File: config.mk
export PLATFORM = sky130hd
export DESIGN_NAME = mul32_seq_enet_nios
export DESIGN_NICKNAME = d
export VERILOG_FILES = /design/src/rtl/mul32_seq_enet_nios.sv
export SDC_FILE = /design/constraint.sdc
export NUM_CORES = 1
export LEC_CHECK = 0
export CAP_MARGIN = 10
export CORE_ASPECT_RATIO = 1.5
export CORE_UTILIZATION = 57
export CTS_BUF_LIST = sky130_fd_sc_hd__clkbuf_2
export DETAILED_ROUTE_END_ITERATION = 12
export GPL_TIMING_DRIVEN = 0
export PLACE_DENSITY = 0.86
export SYNTH_ARGS = -nofsm -noshare
export SYNTH_HDL_FRONTEND = slang
export SYNTH_SLANG_ARGS = --single-unit
File: constraint.sdc
create_clock -name clock -period 4.4 [get_ports clock]
set_input_delay 1.1 -clock clock [delete_from_list [all_inputs] [get_ports clock]]
set_output_delay 1.1 -clock clock [all_outputs]
set_load 0.01 [all_outputs]
File: src/rtl/mul32_seq_enet_nios.sv
// 32x32->64 multiply sequencer for a Nios custom instruction, driving an external 2-stage 16x16 multiplier.
// Optional feature macro: MUL32_SIGNED_EN (n[1] selects two's-complement operands).
module mul32_seq_enet_nios (
  input  logic        clock,
  input  logic        reset,
  input  logic        clk_en,
  input  logic        start,
  input  logic [31:0] dataa,
  input  logic [31:0] datab,
  input  logic [1:0]  n,
  output logic        done,
  output logic [31:0] result,
  output logic [15:0] mul_dataa,
  output logic [15:0] mul_datab,
  output logic        mul_clken,
  input  logic [31:0] mul_result
);

  typedef enum logic [1:0] {S_IDLE, S_ISSUE, S_DRAIN, S_DONE} state_t;

  state_t      state_reg, state_next;
  logic [31:0] a_reg, b_reg;
  logic        hi_sel_reg;
  logic [2:0]  ret_cnt_reg, ret_cnt_next;
  logic [2:0]  ret_off;
  logic [63:0] acc_reg, acc_next, acc_init;
  logic [31:0] result_reg, result_next;
  logic [63:0] pp_shift [4];

  // Pair k lands two enabled cycles after it was issued; shift by its weight.
  genvar gi;
  generate
    for (gi = 0; gi < 4; gi++) begin : g_pp
      localparam int SHIFT = 16 * ((gi >> 1) + (gi & 1));
      assign pp_shift[gi] = {32'd0, mul_result} << SHIFT;
    end
  endgenerate

  assign ret_off = ret_cnt_reg - 3'd2;

`ifdef MUL32_SIGNED_EN
  logic [31:0] corr;
  always_comb begin
    corr = (dataa[31] ? datab : 32'd0) + (datab[31] ? dataa : 32'd0);
    acc_init = n[1] ? {32'd0 - corr, 32'd0} : 64'd0;
  end
`else
  logic unused_n1;
  assign unused_n1 = n[1];
  assign acc_init  = 64'd0;
`endif

  always_comb begin
    state_next   = state_reg;
    ret_cnt_next = ret_cnt_reg;
    acc_next     = acc_reg;
    result_next  = result_reg;
    mul_clken    = 1'b0;
    mul_dataa    = 16'd0;
    mul_datab    = 16'd0;
    done         = 1'b0;
    case (state_reg)
      S_IDLE: begin
        if (start) begin
          state_next   = S_ISSUE;
          ret_cnt_next = 3'd0;
          acc_next     = acc_init;
        end
      end
      S_ISSUE: begin
        mul_clken    = clk_en & ~reset;
        mul_dataa    = ret_cnt_reg[1] ? a_reg[31:16] : a_reg[15:0];
        mul_datab    = ret_cnt_reg[0] ? b_reg[31:16] : b_reg[15:0];
        ret_cnt_next = ret_cnt_reg + 3'd1;
        if (ret_cnt_reg >= 3'd2)
          acc_next = acc_reg + pp_shift[ret_off[1:0]];
        if (ret_cnt_reg == 3'd3)
          state_next = S_DRAIN;
      end
      S_DRAIN: begin
        mul_clken    = clk_en & ~reset;
        ret_cnt_next = ret_cnt_reg + 3'd1;
        acc_next     = acc_reg + pp_shift[ret_off[1:0]];
        if (ret_cnt_reg == 3'd5) begin
          state_next  = S_DONE;
          result_next = hi_sel_reg ? acc_next[63:32] : acc_next[31:0];
        end
      end
      S_DONE: begin
        done       = 1'b1;
        state_next = S_IDLE;
      end
      default: state_next = S_IDLE;
    endcase
  end

  // clk_en freezes everything, so multiplier latency stays aligned in enabled edges.
  always_ff @(posedge clock) begin
    if (reset) begin
      state_reg   <= S_IDLE;
      a_reg       <= 32'd0;
      b_reg       <= 32'd0;
      hi_sel_reg  <= 1'b0;
      ret_cnt_reg <= 3'd0;
      acc_reg     <= 64'd0;
      result_reg  <= 32'd0;
    end else if (clk_en) begin
      state_reg   <= state_next;
      ret_cnt_reg <= ret_cnt_next;
      acc_reg     <= acc_next;
      result_reg  <= result_next;
      if (state_reg == S_IDLE && start) begin
        a_reg      <= dataa;
        b_reg      <= datab;
        hi_sel_reg <= n[0];
      end
    end
  end

  assign result = result_reg;

endmodule

# --- Word-level counts from Yosys, hierarchy flattened ---
# Cells that the tools add are included.
word_totals:
  regBits: 166
  input_bits: 102
  out_inout_bits: 66
classes:
  n_addsub: 3
  magnitude_cmp: 2
  n_eq_ne: 9
  muxes: 19
  bitwise: 3
  reduce_logical: 10
op_table:
  columns: ["operator", "count"]
  rows:
  - ["64-bit two-way mux", 4]
  - ["64-bit one-hot mux with 3 select lines", 1]
  - ["64-bit binary-select mux with 2-bit select", 1]
  - ["64-bit adder", 1]
  - ["16-bit two-way mux", 4]
  - ["32-bit two-way mux", 1]
  - ["2-bit != test (second input constant)", 4]
  - ["2-bit one-hot mux with 4 select lines", 1]
  - ["4-bit AND reduction", 2]
  - ["2-bit two-way mux", 3]
  - ["3-bit one-hot mux with 2 select lines", 1]
  - ["3-bit AND reduction", 2]
  - ["2-bit == test (second input constant)", 2]
  - ["3-bit by 1-bit adder with 3-bit output (second input constant)", 1]
  - ["3-bit by 2-bit == test with 1-bit output (second input constant)", 1]
  - ["3-bit == test (second input constant)", 1]
  - ["3-bit by 2-bit >= comparator with 1-bit output (second input constant)", 1]
  - ["3-bit >= comparator (second input constant)", 1]
  - ["3-bit two-way mux", 1]
  - ["2-bit inverter with 3-bit output", 1]
  - ["3-bit nonzero test", 1]
  - ["2-bit by 1-bit == test with 1-bit output (second input constant)", 1]
  - ["2-bit zero test", 1]
  - ["1-bit two-way mux", 2]
  - ["7 further kinds", 7]

# --- Logic depth before layout (Yosys ltp) ---
# Gate-level depths: netlist (run 1).
depth:
  word_depth: 8
  ltp_mapped: 17
  ltp_nobuf: 15

# --- Worst setup path before layout (run 1) ---
# OpenSTA, ideal clock, no wires.
synth_timing:
  path_kind: "input port to flip-flop"
  from: "input port mul_result[27]"
  to: "register acc_reg[59]"
  t_arrival_ps: 3896
  required_ps: 4283
  setup_slack_ps: 387
  path_stages: 14
  n_path_buf: 1
  cell_sequence: "mux2_2 > a22o_1 > ha_1 > buf_2 > nand2_1 > or4_4 > or2_4 > o22ai_2 > o21ai_1 > a31oi_2 > nor2_2 > o21a_1 > xnor2_2 > a22o_1"
synth_via:
  elab_chain_len: 6
synth_lines:
  columns: ["element", "line", "text"]
  rows:
  - ["from (decl)", "16", "input logic [31:0] mul_result"]
  - ["64-bit binary-select mux with 2-bit select *", "76, 83", null]
  - ["64-bit two-way mux (not written as such) * (2 in a row)", "76, 83", null]
  - ["64-bit adder *", "76, 83", null]
  - ["64-bit two-way mux", "75", "if (ret_cnt_reg >= 3'd2)"]
  - ["64-bit one-hot mux with 3 select lines *", "62", "case (state_reg)"]
  - ["to (signal assigned)", "110", "acc_reg <= acc_next;"]
  - ["to (decl)", "26", "logic [63:0] acc_reg, acc_next, acc_init;"]
# Mark *: on every way between the ends. The rest lies on a longest branch, timed or not. The select of a mux whose other input is x is not followed.
# A chain may end at the register's enable or synchronous reset.

# --- Worst setup path after layout (run 1) ---
layout_timing:
  from: "input port mul_result[16]"
  to: "register result_reg[28] (netlist: result[28])"
layout_via:
  elab_chain_len: 5
layout_lines:
  columns: ["element", "line", "text"]
  rows:
  - ["64-bit binary-select mux with 2-bit select", "83", "acc_next = acc_reg + pp_shift[ret_off[1:0]];"]
  - ["64-bit two-way mux (not written as such) (2 in a row)", "83", null]
  - ["64-bit adder", "83", null]
  - ["32-bit two-way mux", "86", "result_next = hi_sel_reg ? acc_next[63:32] : acc_next[31:0];"]
  - ["to (signal assigned)", "111", "result_reg <= result_next;"]
  - ["to (decl)", "27", "logic [31:0] result_reg, result_next;"]
# No other way between the ends. The select of a mux whose other input is x is not followed.

==> results of run 1 <==
## repair_timing
item,4_1_cts,5_1_grt
setup buffers,2,3
resized for setup,25,53
setup endpoints to repair,87,45
hold endpoints to repair,0,0
pin swaps,1,9
## critical path, cell delays in order
cell	delay [ns]
clkdlybuf4s50_1	0.50
mux2_2	0.33
a22o_1	0.30
ha_1	0.32
clkbuf_1	0.27
nand4_1	0.21
nor3_2	0.23
nand4b_1	0.42
a21oi_2	0.33
nor3_2	0.11
o31ai_4	0.36
a41oi_1	0.24
mux2_2	0.38
a21oi_1	0.13
## path summary, 6_finish.rpt
path / start / end / cells past startpoint / slack, ns
worst max-delay path: mul_result[16] / result[28] / 14 / -0.06
worst min-delay path: a_reg[6] / a_reg[6] / 2 / 0.47
worst max register to register: ret_cnt_reg[1] / acc_reg[59] / 16 / 0.05
worst min register to register: a_reg[6] / a_reg[6] / 2 / 0.47
## cells in the final DEF, fill, tap and decap left out, types with 5 or more instances in the layout
master | netlist | layout
a211oi_1 | 8 | 8
a21o_1 | 55 | 55
a21oi_1 | 173 | 165
a21oi_2 | 2 | 8
a22o_1 | 55 | 52
a22oi_1 | 30 | 30
a31oi_1 | 11 | 9
and3_1 | 37 | 37
buf_1 | 9 | 7
buf_2 | 10 | 10
buf_4 | 0 | 5
clkbuf_1 | 85 | 73
clkbuf_2 | 0 | 22
clkdlybuf4s50_1 | 0 | 164
dfxtp_1 | 166 | 164
ha_1 | 71 | 66
inv_1 | 28 | 27
mux2_2 | 16 | 18
mux2i_1 | 38 | 38
nand2_1 | 209 | 208
nand3_1 | 25 | 24
nand4_1 | 26 | 26
nor2_1 | 117 | 115
nor3_1 | 16 | 14
o21a_1 | 5 | 5
o21ai_0 | 67 | 66
o21ai_1 | 11 | 12
o21bai_1 | 12 | 12
or3_1 | 10 | 10
xnor2_1 | 38 | 35
xor2_1 | 19 | 15
## report_power, final
group          leakage, nW  internal [mW]  total [mW]  switching (mW)
Sequential            1.35           1.56        1.59          0.0294
Clock                0.141          0.264       0.855           0.592
Combinational         4.17          0.309       0.881           0.572
Total                 5.65           2.13        3.32            1.19
## layer usage
layer | vias to the layer above | wire length, µm | track usage (%)
met5 | - | 13 | 0
met4 | 2 | 4870 | 43.4
met3 | 248 | 4350 | 17.2
met2 | 711 | 20800 | 72.4
met1 | 5718 | 15300 | 47.7
li1 | 5574 | - | -
## kinds of logic (layout without fill, tap and decap cells)
| group | count (synthesis) | in the layout |
|---|---|---|
| AOI/OAI and AO/OA | 480 | 480 |
| xor gates and xnor gates | 59 | 59 |
| adders and majority gates | 72 | 72 |
| buffers and inverters | 134 | 332 |
| DFF | 166 | 166 |
| muxes | 56 | 56 |
| other | 0 | 3 |
| and+or+nand+nor | 475 | 475 |
## area by class of cell
type	instances	area (µm²)	share of cell area, %
Clock inverter	13	129	0.940
Inverter	30	118	0.858
Buffer	99	425	3.10
Timing Repair Buffer	171	1700	12.4
Tap cell	256	320	2.34
Sequential cell	166	3330	24.3
Multi-Input combinational cell	1142	7580	55.3
Antenna cell	3	7.51	0.0548
Clock buffer	19	95.1	0.694
==> reports/results.txt, run 1 <==
Synth Area in XOR/XNOR -> 4.76%
Total GRT Usage -> 46.7%
Yosys warnings -> 0
CP Max Fanout -> 7
NumNets Final -> 1801
Final WS setup -> -0.0620 ns
Gate Count Post-Synth -> 1442
Clk_skew -> 0.0657 ns
Failing checks -> setup timing
Die width -> 116 µm
Total power -> 3.32 mW
RSZ-0062 raised after global routing -> true
Area Growth Syn to Fin -> 22.6%
Die H -> 173 µm
Post-DR wirelength/cell -> 23.9 µm
Largest area contributor in the netlist -> dfxtp_1
Pwr per Cell Area -> 242 mW/mm²
Max transition margin -> 41.8%
GRT overflow -> 0
First-pass GRT wire length -> 68.3 mm
Yosys cell types -> 83
Clk root buf -> clkbuf_2
Setup TNS -> -0.0832 ns
Post-route ant nets -> 0
Status -> finished with violations
DIE AREA -> 0.0202 mm²
Max Cap Viol -> 0
Final cell area excluding filler cells -> 0.0137 mm²
CTS Sinks -> 166
# fillers -> 1585
Syn_nets -> 1616
Tcrit/Tclk final -> 101%
Via Count -> 12.3k
Crit. End Element -> flop
Area share of the largest cell type after synthesis -> 29.7%
Routability cong. -> 1.09
Max reg flops -> 64
Ys async rst share -> 0%
Worst min path class -> reg -> reg
Hold-fix buffers at CTS -> 0
Place WS -> -1.06 ns
Placed Area -> 0.0132 mm²
Vias per cell -> 6.45
HPWL after DPL -> 35.3 mm
Final Core Density -> 71.5%
VDD IR max -> 238 µV
Max Clk Rate -> 224 MHz
Avg Inst Size Synth -> 7.75 µm²
Pre-Repair DR Iteration Count -> 7
1st-iter DRT viols -> 1052
Initial antenna violation count -> 3
Largest net degree at the start of global routing -> 20
Fraction of layout cells with a size suffix above 1 -> 8.66%
Yosys reg bits -> 166
Reg clk slew, reported paths -> 0.25 ns
DRC viols -> 0
Worst Setup Start Kind -> input pin
Most numerous cell in the Yosys netlist -> nand2_1
Post-Layout Cell Count -> 1899
Clk_lat worst skew -> 0.86 ns
Sequential fraction of the synthesis area -> 29.7%
Num CTS Buffers -> 17
Mux cell area share after synthesis -> 5.22%
Top Ports -> 168
Final WL -> 45.3 mm
# rows -> 62
Final min period -> 4.46 ns
Ranking of synthesized cells by area -> dfxtp_1 (30%), ha_1 (7.9%), a21oi_1 (7.7%)
Fin. Hold Viols -> 0
Crit path kind -> in -> reg
Vias in the first global route -> 11.9k
Slew Viols, Final -> 0
Placed Instances -> 1864
Dominant synthesized flop cell -> dfxtp_1
Post-synthesis simple-gate area fraction -> 19.1%
Arrival time at the worst endpoint -> 5.25 ns
Largest family of logic cells by synthesized area -> compound AO/OA/AOI/OAI gates
Mapped Area -> 0.0112 mm²
Adder-cell area share of the yosys netlist -> 8.13%
CTS max path bufs -> 2
Static leakage -> 5.65 nW
Starting Density -> 58.3%
Post-synthesis compound-gate area fraction -> 28.4%
Buffers added on ports -> 165
Worst-Margin Slew -> 0.869 ns
Post-synth EDFFs -> 0
Core Area -> 0.0192 mm²
Worst path required time -> 5.19 ns
TritonCTS clock tree -> yes
Hold Slack -> 0.469 ns
Final Setup Violations -> 3
Number of H-tree levels -> 4
Commonest cells in the netlist -> nand2_1 (209), a21oi_1 (173), dfxtp_1 (166), nor2_1 (117), clkbuf_1 (85)
Note: power is estimated with default switching activity, not from simulation.
==> run 2, diff against run 1 <==
Settings changed: REMOVE_ABC_BUFFERS set to 1.
==> run 2 against run 1 <==
The run now ends clean. Combinational power fell by 8.3%. Worst setup slack improved by 0.12 ns. Power fell by 2.4%. Sequential share of layout area rose by 0.54 points. Global-route usage fell by 5.7 points. Final area fell by 2.0%. Hold slack got worse by 0.0013 ns. Maximum frequency rose by 2.8%. Clock skew fell by 0.027 ns.
==> reports/results.txt, run 2 (synthesized netlist as in run 1, its figures left out) <==
Status -> complete, no violations
Post-DR wirelength/cell -> 22.4 µm (-6.2%)
# fillers -> 1647 (+3.9%)
Arrival time at the worst endpoint -> 3.24 ns (-2.01 ns)
Static leakage -> 5.58 nW (-1.4%)
Max Clk Rate -> 230 MHz (+2.8%)
Final cell area excluding filler cells -> 0.0134 mm² (-2.0%)
Vias in the first global route -> 11.6k (-2.5%)
Commonest cells after routing, fill and taps aside -> nand2_1 (209), a21oi_1 (170), clkdlybuf4s50_1 (165)
Worst-case reg-to-reg path depth -> 15 (-1)
Final WL -> 40.6 mm (-10%)
GRT overflow -> 0 (unchanged)
Crit path kind -> in -> out
Setup TNS -> 0 ns (+0.0832 ns)
Worst reg-to-reg setup slack -> 0.23 ns (+0.18 ns)
Post-Layout Cell Count -> 1815 (-4.4%)
Hold Slack -> 0.468 ns (-0.00135 ns)
WP depth -> 5 (-9)
Largest net degree at the start of global routing -> 81 (+310%)
Buffers added on ports -> 166 (+0.61%)
Crit-path leading delay family -> buffers and inverters
Total power -> 3.24 mW (-2.4%)
HPWL after DPL -> 29.6 mm (-16%)
Hold Path Origin -> a_reg[1]
Die width -> 116 µm (unchanged)
Most common cell after layout, fill and taps aside -> nand2_1
Die H -> 173 µm (unchanged)
Clk_lat worst skew -> 0.85 ns (about the same)
Worst Setup Start Kind -> input pin
Slew Viols, Final -> 0 (unchanged)
Pre-Repair DR Iteration Count -> 5 (-2)
Max transition margin -> 24.7% (-17 points)
Starting Density -> 58.3% (unchanged)
DIE AREA -> 0.0202 mm² (unchanged)
Clk root buf -> clkbuf_2
Buffers & Inverters on Critical Path -> 4 (+2)
Top Ports -> 168 (unchanged)
Post-route ant nets -> 0 (unchanged)
Setup crit start -> reset
DRC viols -> 0 (unchanged)
TritonCTS clock tree -> yes
Final min period -> 4.34 ns (-0.121 ns)
Hold Path Sink -> a_reg[1]
Placed Instances -> 1771 (-5.0%)
Placed Area -> 0.0130 mm² (-1.3%)
CP max stage cell -> clkinvlp_4
Max Cap Viol -> 0 (unchanged)
Total GRT Usage -> 41.0% (-5.7 points)
Worst r2r src -> ret_cnt_reg[0]
Vias per cell -> 6.43 (-0.34%)
CTS max path bufs -> 2 (unchanged)
Fin. Hold Viols -> 0 (unchanged)
Final Core Density -> 70.1% (-1.4 points)
Area Growth Syn to Fin -> 20.2%
Worst path required time -> 3.30 ns (-1.89 ns)
Initial antenna violation count -> 1 (-2)
Routability cong. -> 0.994 (-8.5%)
Tcrit/Tclk final -> 98.7% (-2.8 points)
Crit. End Element -> primary output
Reg clk slew, reported paths -> 0.21 ns (-0.04 ns)
1st-iter DRT viols -> 987 (-6.2%)
RSZ-0062 raised after global routing -> false
Hold-fix buffers at CTS -> 0 (unchanged)
Max reg flops -> 64 (unchanged)
Worst r2r dst -> acc_reg[55]
Core Area -> 0.0192 mm² (unchanged)
Worst-Margin Slew -> 1.13 ns (+0.260 ns)
VDD IR max -> 206 µV (-13%)
Pwr per Cell Area -> 241 mW/mm² (-0.42%)
NumNets Final -> 1718 (-4.6%)
CTS Sinks -> 166 (unchanged)
Fraction of layout cells with a size suffix above 1 -> 7.96% (-0.69 points)
Place WS -> -1.75 ns (-0.687 ns)
Final Setup Violations -> 0 (-3)
Final WS setup -> 0.0593 ns (+0.121 ns)
Worst min path class -> reg -> reg
# rows -> 62 (unchanged)
Num CTS Buffers -> 17 (unchanged)
Via Count -> 11.7k (-4.7%)
Crit path cell chain -> buf_4 > buf_16 > clkinvlp_4 > and3_1 > clkdlybuf4s50_1
Number of H-tree levels -> 4 (unchanged)
CP Max Fanout -> 80 (+73)
Clk_skew -> 0.0383 ns (-0.0274 ns)
Hold path cells -> 2 (unchanged)
First-pass GRT wire length -> 62.0 mm (-9.2%)
Slowest cell delay on critical path -> 0.53 ns (+0.03 ns)
run 2: layout make-up:
| type | instances | area (µm²) | area share, % |
|---|---|---|---|
| tap | 256 | 320 | 2.38 |
| clock buffer | 23 | 115 | 0.857 |
| timing repair inverter | 1 | 5.00 | 0.0373 |
| sequential | 166 | 3330 | 24.8 |
| timing repair buffer | 186 | 1970 | 14.6 |
| antenna | 2 | 5.00 | 0.0373 |
| inverter | 30 | 134 | 0.997 |
| clock inverter | 9 | 103 | 0.764 |
| multi-input combinational | 1142 | 7450 | 55.5 |
run 2: worst max path at each step:
stage	to	slack, ns
after floorplan	acc_reg[55]	-1.16
final	mul_clken	0.06
after detailed placement	result[27]	-1.75
after global routing	mul_clken	0.03
after global placement	acc_reg[60]	-4.74
after CTS	acc_reg[55]	0.02
run 2: worst register-to-register path: cells and delay by family, from the launching register on:
kind	cells	cell delay [ns]
AO/OA/AOI/OAI	9	2.26
AND/OR/NAND/NOR	2	0.49
flip-flops	1	0.40
adder cells (fa/ha/maj)	1	0.31
buffers and inverters	3	0.67
run 2: metal layers:
| metal | GRT usage, % | share of wire [%] | up-vias | wire length (µm) |
|---|---|---|---|---|
| met2 | 67.6 | 48 | 625 | 19700 |
| met4 | 37.0 | 9.2 | 0 | 3750 |
| met1 | 40.8 | 34 | 5435 | 13800 |
| met5 | 0 | 0 | - | 0 |
| li1 | - | - | 5396 | - |
| met3 | 12.0 | 8.2 | 215 | 3330 |
run 2: repair_timing:
action | CTS | global route
gates cloned | 1 | 0
buffers inserted | 4 | 5
gates resized for setup | 11 | 13
endpoints found under the setup margin | 95 | 28
pin swaps | 2 | 1
run 2: where the power goes:
group	internal, mW	switching, mW	total, mW
combinational	0.312	0.496	0.808
sequential	1.55	0.0332	1.59
clock	0.271	0.575	0.846
total	2.14	1.10	3.24
